==> config.mk <==
export PLATFORM = sky130hd
export DESIGN_NAME = uart_tx_parity_flat
export DESIGN_NICKNAME = d
export VERILOG_FILES = /design/src/rtl/uart_tx_parity_if.sv /design/src/rtl/uart_tx_parity.sv /design/src/flat_wrapper.sv
export SDC_FILE = /design/constraint.sdc
export NUM_CORES = 1
export LEC_CHECK = 0
export ABC_AREA = 0
export BUFFER_PORTS_ARGS = -buffer_cell sky130_fd_sc_hd__buf_4
export CORE_AREA = 2 2 55 57
export DETAILED_ROUTE_END_ITERATION = 10
export DIE_AREA = 0 0 57 59
export HOLD_SLACK_MARGIN = 0.02
export PLACE_DENSITY = 0.79
export SLEW_MARGIN = 10
export SYNTH_ARGS = -nofsm -noshare
export SYNTH_HDL_FRONTEND = slang
export SYNTH_SLANG_ARGS = --single-unit
==> constraint.sdc <==
create_clock -name clk -period 2.2 [get_ports clk]
set_input_delay 0.22 -clock clk [delete_from_list [all_inputs] [get_ports clk]]
set_output_delay 0.22 -clock clk [all_outputs]
set_load 0.01 [all_outputs]
==> src/rtl/uart_tx_parity_if.sv <==
`default_nettype none
// ============================================================================
//  Module      : uart_tx_parity_if
//  Description : Byte-request / serial-line bundle for the parity UART
//                transmitter. The host side (master) offers a byte with a
//                one-cycle start request and observes line/status outputs.
//                The transmitter side (slave) consumes the request and drives
//                the serial line and status.
//  Signals     : tx_start  host -> tx   request to send tx_data
//                tx_data   host -> tx   byte to send (8 bits)
//                tx        tx -> host   serial line, idle/stop = 1
//                tx_busy   tx -> host   frame in progress
//                tx_done   tx -> host   one-cycle pulse at end of stop bit
//                tx_pbit   tx -> host   parity bit of the captured byte
//  Revision    : 1.0  initial release
// ============================================================================
interface uart_tx_parity_if;
  logic       tx_start;
  logic [7:0] tx_data;
  logic       tx;
  logic       tx_busy;
  logic       tx_done;
  logic       tx_pbit;

  modport master (
    output tx_start,
    output tx_data,
    input  tx,
    input  tx_busy,
    input  tx_done,
    input  tx_pbit
  );

  modport slave (
    input  tx_start,
    input  tx_data,
    output tx,
    output tx_busy,
    output tx_done,
    output tx_pbit
  );
endinterface
`default_nettype wire

==> src/rtl/uart_tx_parity.sv <==
`default_nettype none
// ============================================================================
//  Module      : uart_tx_parity
//  Description : UART transmitter. Serialises one byte per accepted request
//                into start bit, 8 data bits (LSB first), optional parity
//                bit and one stop bit. Parity uses the same rule as the
//                receive-side checker: even -> ^data, odd -> ~^data.
//  Parameters  : CLKS_PER_BIT  clk cycles per serial bit (>= 2)
//                PARITY_EN     1: parity bit between data and stop
//                PARITY_ODD    0: even parity, 1: odd parity
//  Ports       : clk  system clock, rising edge
//                rst  synchronous reset, active-high, highest priority
//                bus  uart_tx_parity_if.slave (tx_start, tx_data in;
//                     tx, tx_busy, tx_done, tx_pbit out)
//  Revision    : 1.0  initial release
// ============================================================================
module uart_tx_parity #(
  parameter int CLKS_PER_BIT = 868,
  parameter int PARITY_EN    = 1,
  parameter int PARITY_ODD   = 0
) (
  input  wire logic        clk,
  input  wire logic        rst,
  uart_tx_parity_if.slave  bus
);

  // Counter only needs to reach CLKS_PER_BIT-1.
  localparam int CNT_W = (CLKS_PER_BIT > 2) ? $clog2(CLKS_PER_BIT) : 1;
  localparam logic [CNT_W-1:0] BAUD_LAST = CNT_W'(CLKS_PER_BIT - 1);
  localparam logic [CNT_W-1:0] BAUD_ONE  = CNT_W'(1);
  localparam logic             ODD_INV   = (PARITY_ODD != 0);
  localparam logic             HAS_PAR   = (PARITY_EN != 0);

  localparam logic [2:0] S_IDLE   = 3'd0;
  localparam logic [2:0] S_START  = 3'd1;
  localparam logic [2:0] S_DATA   = 3'd2;
  localparam logic [2:0] S_PARITY = 3'd3;
  localparam logic [2:0] S_STOP   = 3'd4;

  logic [2:0]       r_state;
  logic [CNT_W-1:0] r_baud_cnt;
  logic [2:0]       r_bit_idx;
  logic [7:0]       r_shift;
  logic             r_tx;
  logic             r_busy;
  logic             r_done;
  logic             r_pbit;

  logic             w_bit_end;
  logic [2:0]       w_next_idx;

  assign w_bit_end  = (r_baud_cnt == BAUD_LAST);
  assign w_next_idx = r_bit_idx + 3'd1;

  // The line value is registered one cycle ahead: whenever a bit cell ends,
  // tx is loaded with the value of the following cell, so each cell appears
  // on the pad for exactly CLKS_PER_BIT cycles with no combinational path.
  always_ff @(posedge clk) begin
    if (rst) begin
      r_state    <= S_IDLE;
      r_baud_cnt <= '0;
      r_bit_idx  <= 3'd0;
      r_shift    <= 8'd0;
      r_tx       <= 1'b1;
      r_busy     <= 1'b0;
      r_done     <= 1'b0;
      r_pbit     <= 1'b0;
    end else begin
      r_done <= 1'b0;
      case (r_state)
        S_IDLE: begin
          r_tx   <= 1'b1;
          r_busy <= 1'b0;
          if (bus.tx_start) begin
            r_shift    <= bus.tx_data;
            r_pbit     <= (^bus.tx_data) ^ ODD_INV;
            r_baud_cnt <= '0;
            r_bit_idx  <= 3'd0;
            r_state    <= S_START;
            r_tx       <= 1'b0;
            r_busy     <= 1'b1;
          end
        end

        S_START: begin
          if (w_bit_end) begin
            r_baud_cnt <= '0;
            r_bit_idx  <= 3'd0;
            r_state    <= S_DATA;
            r_tx       <= r_shift[0];
          end else begin
            r_baud_cnt <= r_baud_cnt + BAUD_ONE;
          end
        end

        S_DATA: begin
          if (w_bit_end) begin
            r_baud_cnt <= '0;
            if (r_bit_idx == 3'd7) begin
              if (HAS_PAR) begin
                r_state <= S_PARITY;
                r_tx    <= r_pbit;
              end else begin
                r_state <= S_STOP;
                r_tx    <= 1'b1;
              end
            end else begin
              r_bit_idx <= w_next_idx;
              r_tx      <= r_shift[w_next_idx];
            end
          end else begin
            r_baud_cnt <= r_baud_cnt + BAUD_ONE;
          end
        end

        S_PARITY: begin
          if (w_bit_end) begin
            r_baud_cnt <= '0;
            r_state    <= S_STOP;
            r_tx       <= 1'b1;
          end else begin
            r_baud_cnt <= r_baud_cnt + BAUD_ONE;
          end
        end

        S_STOP: begin
          if (w_bit_end) begin
            // Landing in IDLE here lets a request in the tx_done cycle be
            // accepted, giving back-to-back frames with no idle bit.
            r_baud_cnt <= '0;
            r_state    <= S_IDLE;
            r_done     <= 1'b1;
            r_busy     <= 1'b0;
            r_tx       <= 1'b1;
          end else begin
            r_baud_cnt <= r_baud_cnt + BAUD_ONE;
          end
        end

        default: begin
          r_state    <= S_IDLE;
          r_baud_cnt <= '0;
          r_tx       <= 1'b1;
          r_busy     <= 1'b0;
        end
      endcase
    end
  end

  assign bus.tx      = r_tx;
  assign bus.tx_busy = r_busy;
  assign bus.tx_done = r_done;
  assign bus.tx_pbit = r_pbit;

endmodule
`default_nettype wire

==> src/flat_wrapper.sv <==
// flat-port wrapper written by rule: the top's interface ports become plain ports
module uart_tx_parity_flat 
#(
  parameter int CLKS_PER_BIT = 868,
  parameter int PARITY_EN    = 1,
  parameter int PARITY_ODD   = 0
)
  (clk, rst, bus_tx_start, bus_tx_data, bus_tx, bus_tx_busy, bus_tx_done, bus_tx_pbit);
  uart_tx_parity_if bus_i ();
  input  wire logic clk;
  input  wire logic rst;
  input wire logic [$bits(bus_i.tx_start)-1:0] bus_tx_start;
  input wire logic [$bits(bus_i.tx_data)-1:0] bus_tx_data;
  output wire logic [$bits(bus_i.tx)-1:0] bus_tx;
  output wire logic [$bits(bus_i.tx_busy)-1:0] bus_tx_busy;
  output wire logic [$bits(bus_i.tx_done)-1:0] bus_tx_done;
  output wire logic [$bits(bus_i.tx_pbit)-1:0] bus_tx_pbit;
  assign bus_i.tx_start = bus_tx_start;
  assign bus_i.tx_data = bus_tx_data;
  assign bus_tx = bus_i.tx;
  assign bus_tx_busy = bus_i.tx_busy;
  assign bus_tx_done = bus_i.tx_done;
  assign bus_tx_pbit = bus_i.tx_pbit;
  uart_tx_parity #(.CLKS_PER_BIT(CLKS_PER_BIT), .PARITY_EN(PARITY_EN), .PARITY_ODD(PARITY_ODD)) u_core (.clk(clk), .rst(rst), .bus(bus_i));
endmodule
==> results by group <==
STA
  – Final Hold Vio Count: 0
  – Clock Skew: about 0.011 ns
  – Max Slew Vio Count: 0
  – Setup TNS after final layout: 0 ns
  – Crit share post-route: 0.930
  – Final Critical Period: 2.05 ns
  – Fmax: 0.489 GHz
  – Hold Slack: 0.116 ns
  – RSZ-0062 raised after global routing: no
  – Count of final setup violators: 0
  – Worst-Margin Slew: slightly above 0.5 ns
  – Worst rel slew slack: 0.653

Layout
  – Area growth, synth to finish: 11.8%
  – Total inserted antenna cells: 0
  – Final #Nets: roughly 190
  – Final core utilization: 0.591
  – Commonest cells after routing, fill and taps aside: dfxtp_1 (28), nand2_1 (22), nor3_1 (17), buf_4 (17), xnor2_1 (16)
  – Share of cells above drive strength 1: 0.163
  – Commonest non-fill, non-tap cell in the layout: dfxtp_1

Detailed routing
  – DRT Wirelength: 2830 µm
  – Residual DRC: 0
  – 1st-iter DRT viols: between 50 and 60
  – Metal2 WL: roughly 1400 µm
  – Metal3 WL: between 80 and 90 µm
  – Routed vias/inst: between 5 and 6
  – Max Used Layer: met4
  – DRT antenna net count: 0
  – Vias: between 1000 and 1500
  – Avg WL per Cell: approximately 14 µm
  – Pre-Repair DR Iteration Count: 4
  – M1 wire length: between 1000 and 1500 µm

Placement
  – PortBufs: 14
  – HPWL after detailed placement: about 2100 µm
  – GPL Wtd Cong: 0.811

CTS
  – Clk buf depth: 2
  – Worst-path clk slew: ~0.16 ns
  – Clock sink total: 28
  – Num CTS Buffers: 3
  – Clk Latency, worst-skew pair: ~0.34 ns
  – Post-cts gate resize count: 0
  – Depth of the CTS H-tree: 1
  – CTS tree: done
  – Post-CTS setup buffer count: 0
  – Clock Tree Root: clkbuf_4
  – Hold Buf Count CTS: 0

Yosys
  – Synth Instances: between 150 and 200
  – Post-synth net total: 179
  – Ys flop type: dfxtp_1
  – Avg Synthesized Cell Area: roughly 8.7 µm²
  – EDFF count, synth: 0
  – Mapped Area: between 0.001 and 0.0015 mm²
  – #FFs+latches synth: 28
  – Top cell type's share of synthesized area: 0.391
  – Synth warn: 0
  – Top post-synthesis cells by area: dfxtp_1 (39%), xnor2_1 (9.8%), nor3_1 (5.9%), nand2_1 (5.8%), a21oi_1 (4.2%)
  – Library cells used by synthesis: 39
  – Async S/R FF share, synth: 0
  – Dominant cell type by area after synthesis: dfxtp_1
  – Sequential share of the synthesized area: 0.391

Global routing
  – Initial antenna violation count: 0
  – Largest net degree at the start of global routing: 32
  – Vias in the first global route: around 1100
  – GR Overflow Total: 0
  – First-pass GRT wire length: 5040 µm
  – Total track usage: 0.192

Worst setup path
  – Worst r2r src: u_core.r_bit_idx[0]
  – CP top delay family: simple AND/OR/NAND/NOR gates
  – Crit Path Class: reg2reg
  – Crit path arrival time: between 2 and 2.5 ns
  – Reg2reg setup slack: ~0.15 ns
  – Critical Path Max Stage Delay: ~0.49 ns
  – WP data required: 2.49 ns
  – Most used cell, CP: ha_1
  – Startpoint types: register
  – R2R cell count: 6
  – Worst path slowest cell: or4_1
  – Crit end category: register
  – Largest fanout on the critical path: 5
  – Crit path launch: u_core.r_bit_idx[0]
  – Crit path buffers/inverters: 0
  – Reg2reg end: u_core.r_bit_idx[0]
  – Crit-path cells: ha_1, ha_1, or3b_1, a21o_1, or4_1, a21oi_1

Floorplan
  – Die Area: about 0.0034 mm²
  – Die Y: 59 µm
  – Row count: 19
  – Ports: 15
  – Initial core utilization: 0.529
  – Core area: approximately 0.0027 mm²
  – Die width: 57 µm

Power
  – Leakage: ~0.56 nW
  – Pwr per Cell Area: between 500 and 600 mW/mm²
  – VDD IR max: 548 µV

Worst hold path
  – Worst hold path startpoint: bus_tx_data[2]
  – Min-Delay Endpoint: u_core.r_shift[2]
  – Hold path cells: 3
  – Hold crit path type: in2reg

Flow run
  – Max-Cap Viols: 0

Outcome
  – Outcome: completed
==> cell families (layout without fill, tap and decap cells) <==
group / after synthesis / count (layout) / synth area share
fa+ha+maj: 3 / 3 / 0.0262
compound gates: 26 / 26 / 0.114
flops: 28 / 28 / 0.391
xor+xnor: 19 / 19 / 0.116
buf+inv: 9 / 22 / 0.0262
mux: 6 / 6 / 0.0594
simple gates: 74 / 74 / 0.267
==> cells in the mapped netlist (all sizes together), types with 2 or more instances <==
master and instances:
mux2i 4, a31oi 2, xor2 3, nand2b 3, xnor2 16, nand4 2, nor3 17, ha 3
mux4 2, clkbuf 7, a21oi 13, o21ai 3, nor2 10, and2 2, or3b 2, nand4b 2
nand2 22, dfxtp 28, nor4 3, nand3 6
==> worst max path at each step <==
stage	to	cells after the start
finish	u_core.r_bit_idx[0]	6
global route	u_core.r_bit_idx[0]	6
CTS	u_core.r_bit_idx[0]	6
detailed placement	u_core.r_bit_idx[0]	6
global placement	u_core.r_bit_idx[0]	6
floorplan	u_core.r_bit_idx[0]	6
==> sequential cells by signal (all words and copies together) (netlist names) <==
name                flops
u_core.bus.tx_busy      1
u_core.bus.tx_done      1
u_core.bus.tx_pbit      1
u_core.bus.tx           1
u_core.r_bit_idx        3
u_core.r_baud_cnt      10
u_core.r_shift          8
u_core.r_state          3
==> per-stage QoR <==
step / area, µm² / worst slack [ns] / instances / power, mW
6_report: 1600 / 0.155 / 209 / 0.945
5_1_grt: 1600 / 0.0437 / 209 / 0.982
4_1_cts: 1600 / 0.151 / 209 / 0.954
3_5_place_dp: 1570 / 0.191 / 205 / 0.698
3_3_place_gp: 1570 / 0.230 / 205 / 0.691
2_1_floorplan: 1430 / 0.280 / 165 / 0.647
==> power by group <==
| group | switching (mW) | internal, mW |
|---|---|---|
| Combinational | 0.0743 | 0.0684 |
| Clock | 0.157 | 0.102 |
| Sequential | 0.0165 | 0.527 |
==> cell type report <==
type	instances	area (µm²)
flip-flops and latches	28	561
inverters	1	3.75
clock buffers	4	36.3
fillers	252	1110
multi-input cells	128	835
repair buffers	17	128
well taps	31	38.8
==> layer usage <==
layer,vias up,global-route usage
li1,619,-
met1,554,0.235
met2,23,0.328
met3,5,0.0349
met4,0,0.0897
met5,-,0
==> tightest hold or removal path, delay by kind of cell <==
family,cells,cell delay [ns]
AOI/OAI and AO/OA,1,0.05
buffers and inverters,1,0.12
and+or+nand+nor,1,0.05
No activity file was read; power rests on OpenSTA's default activity.
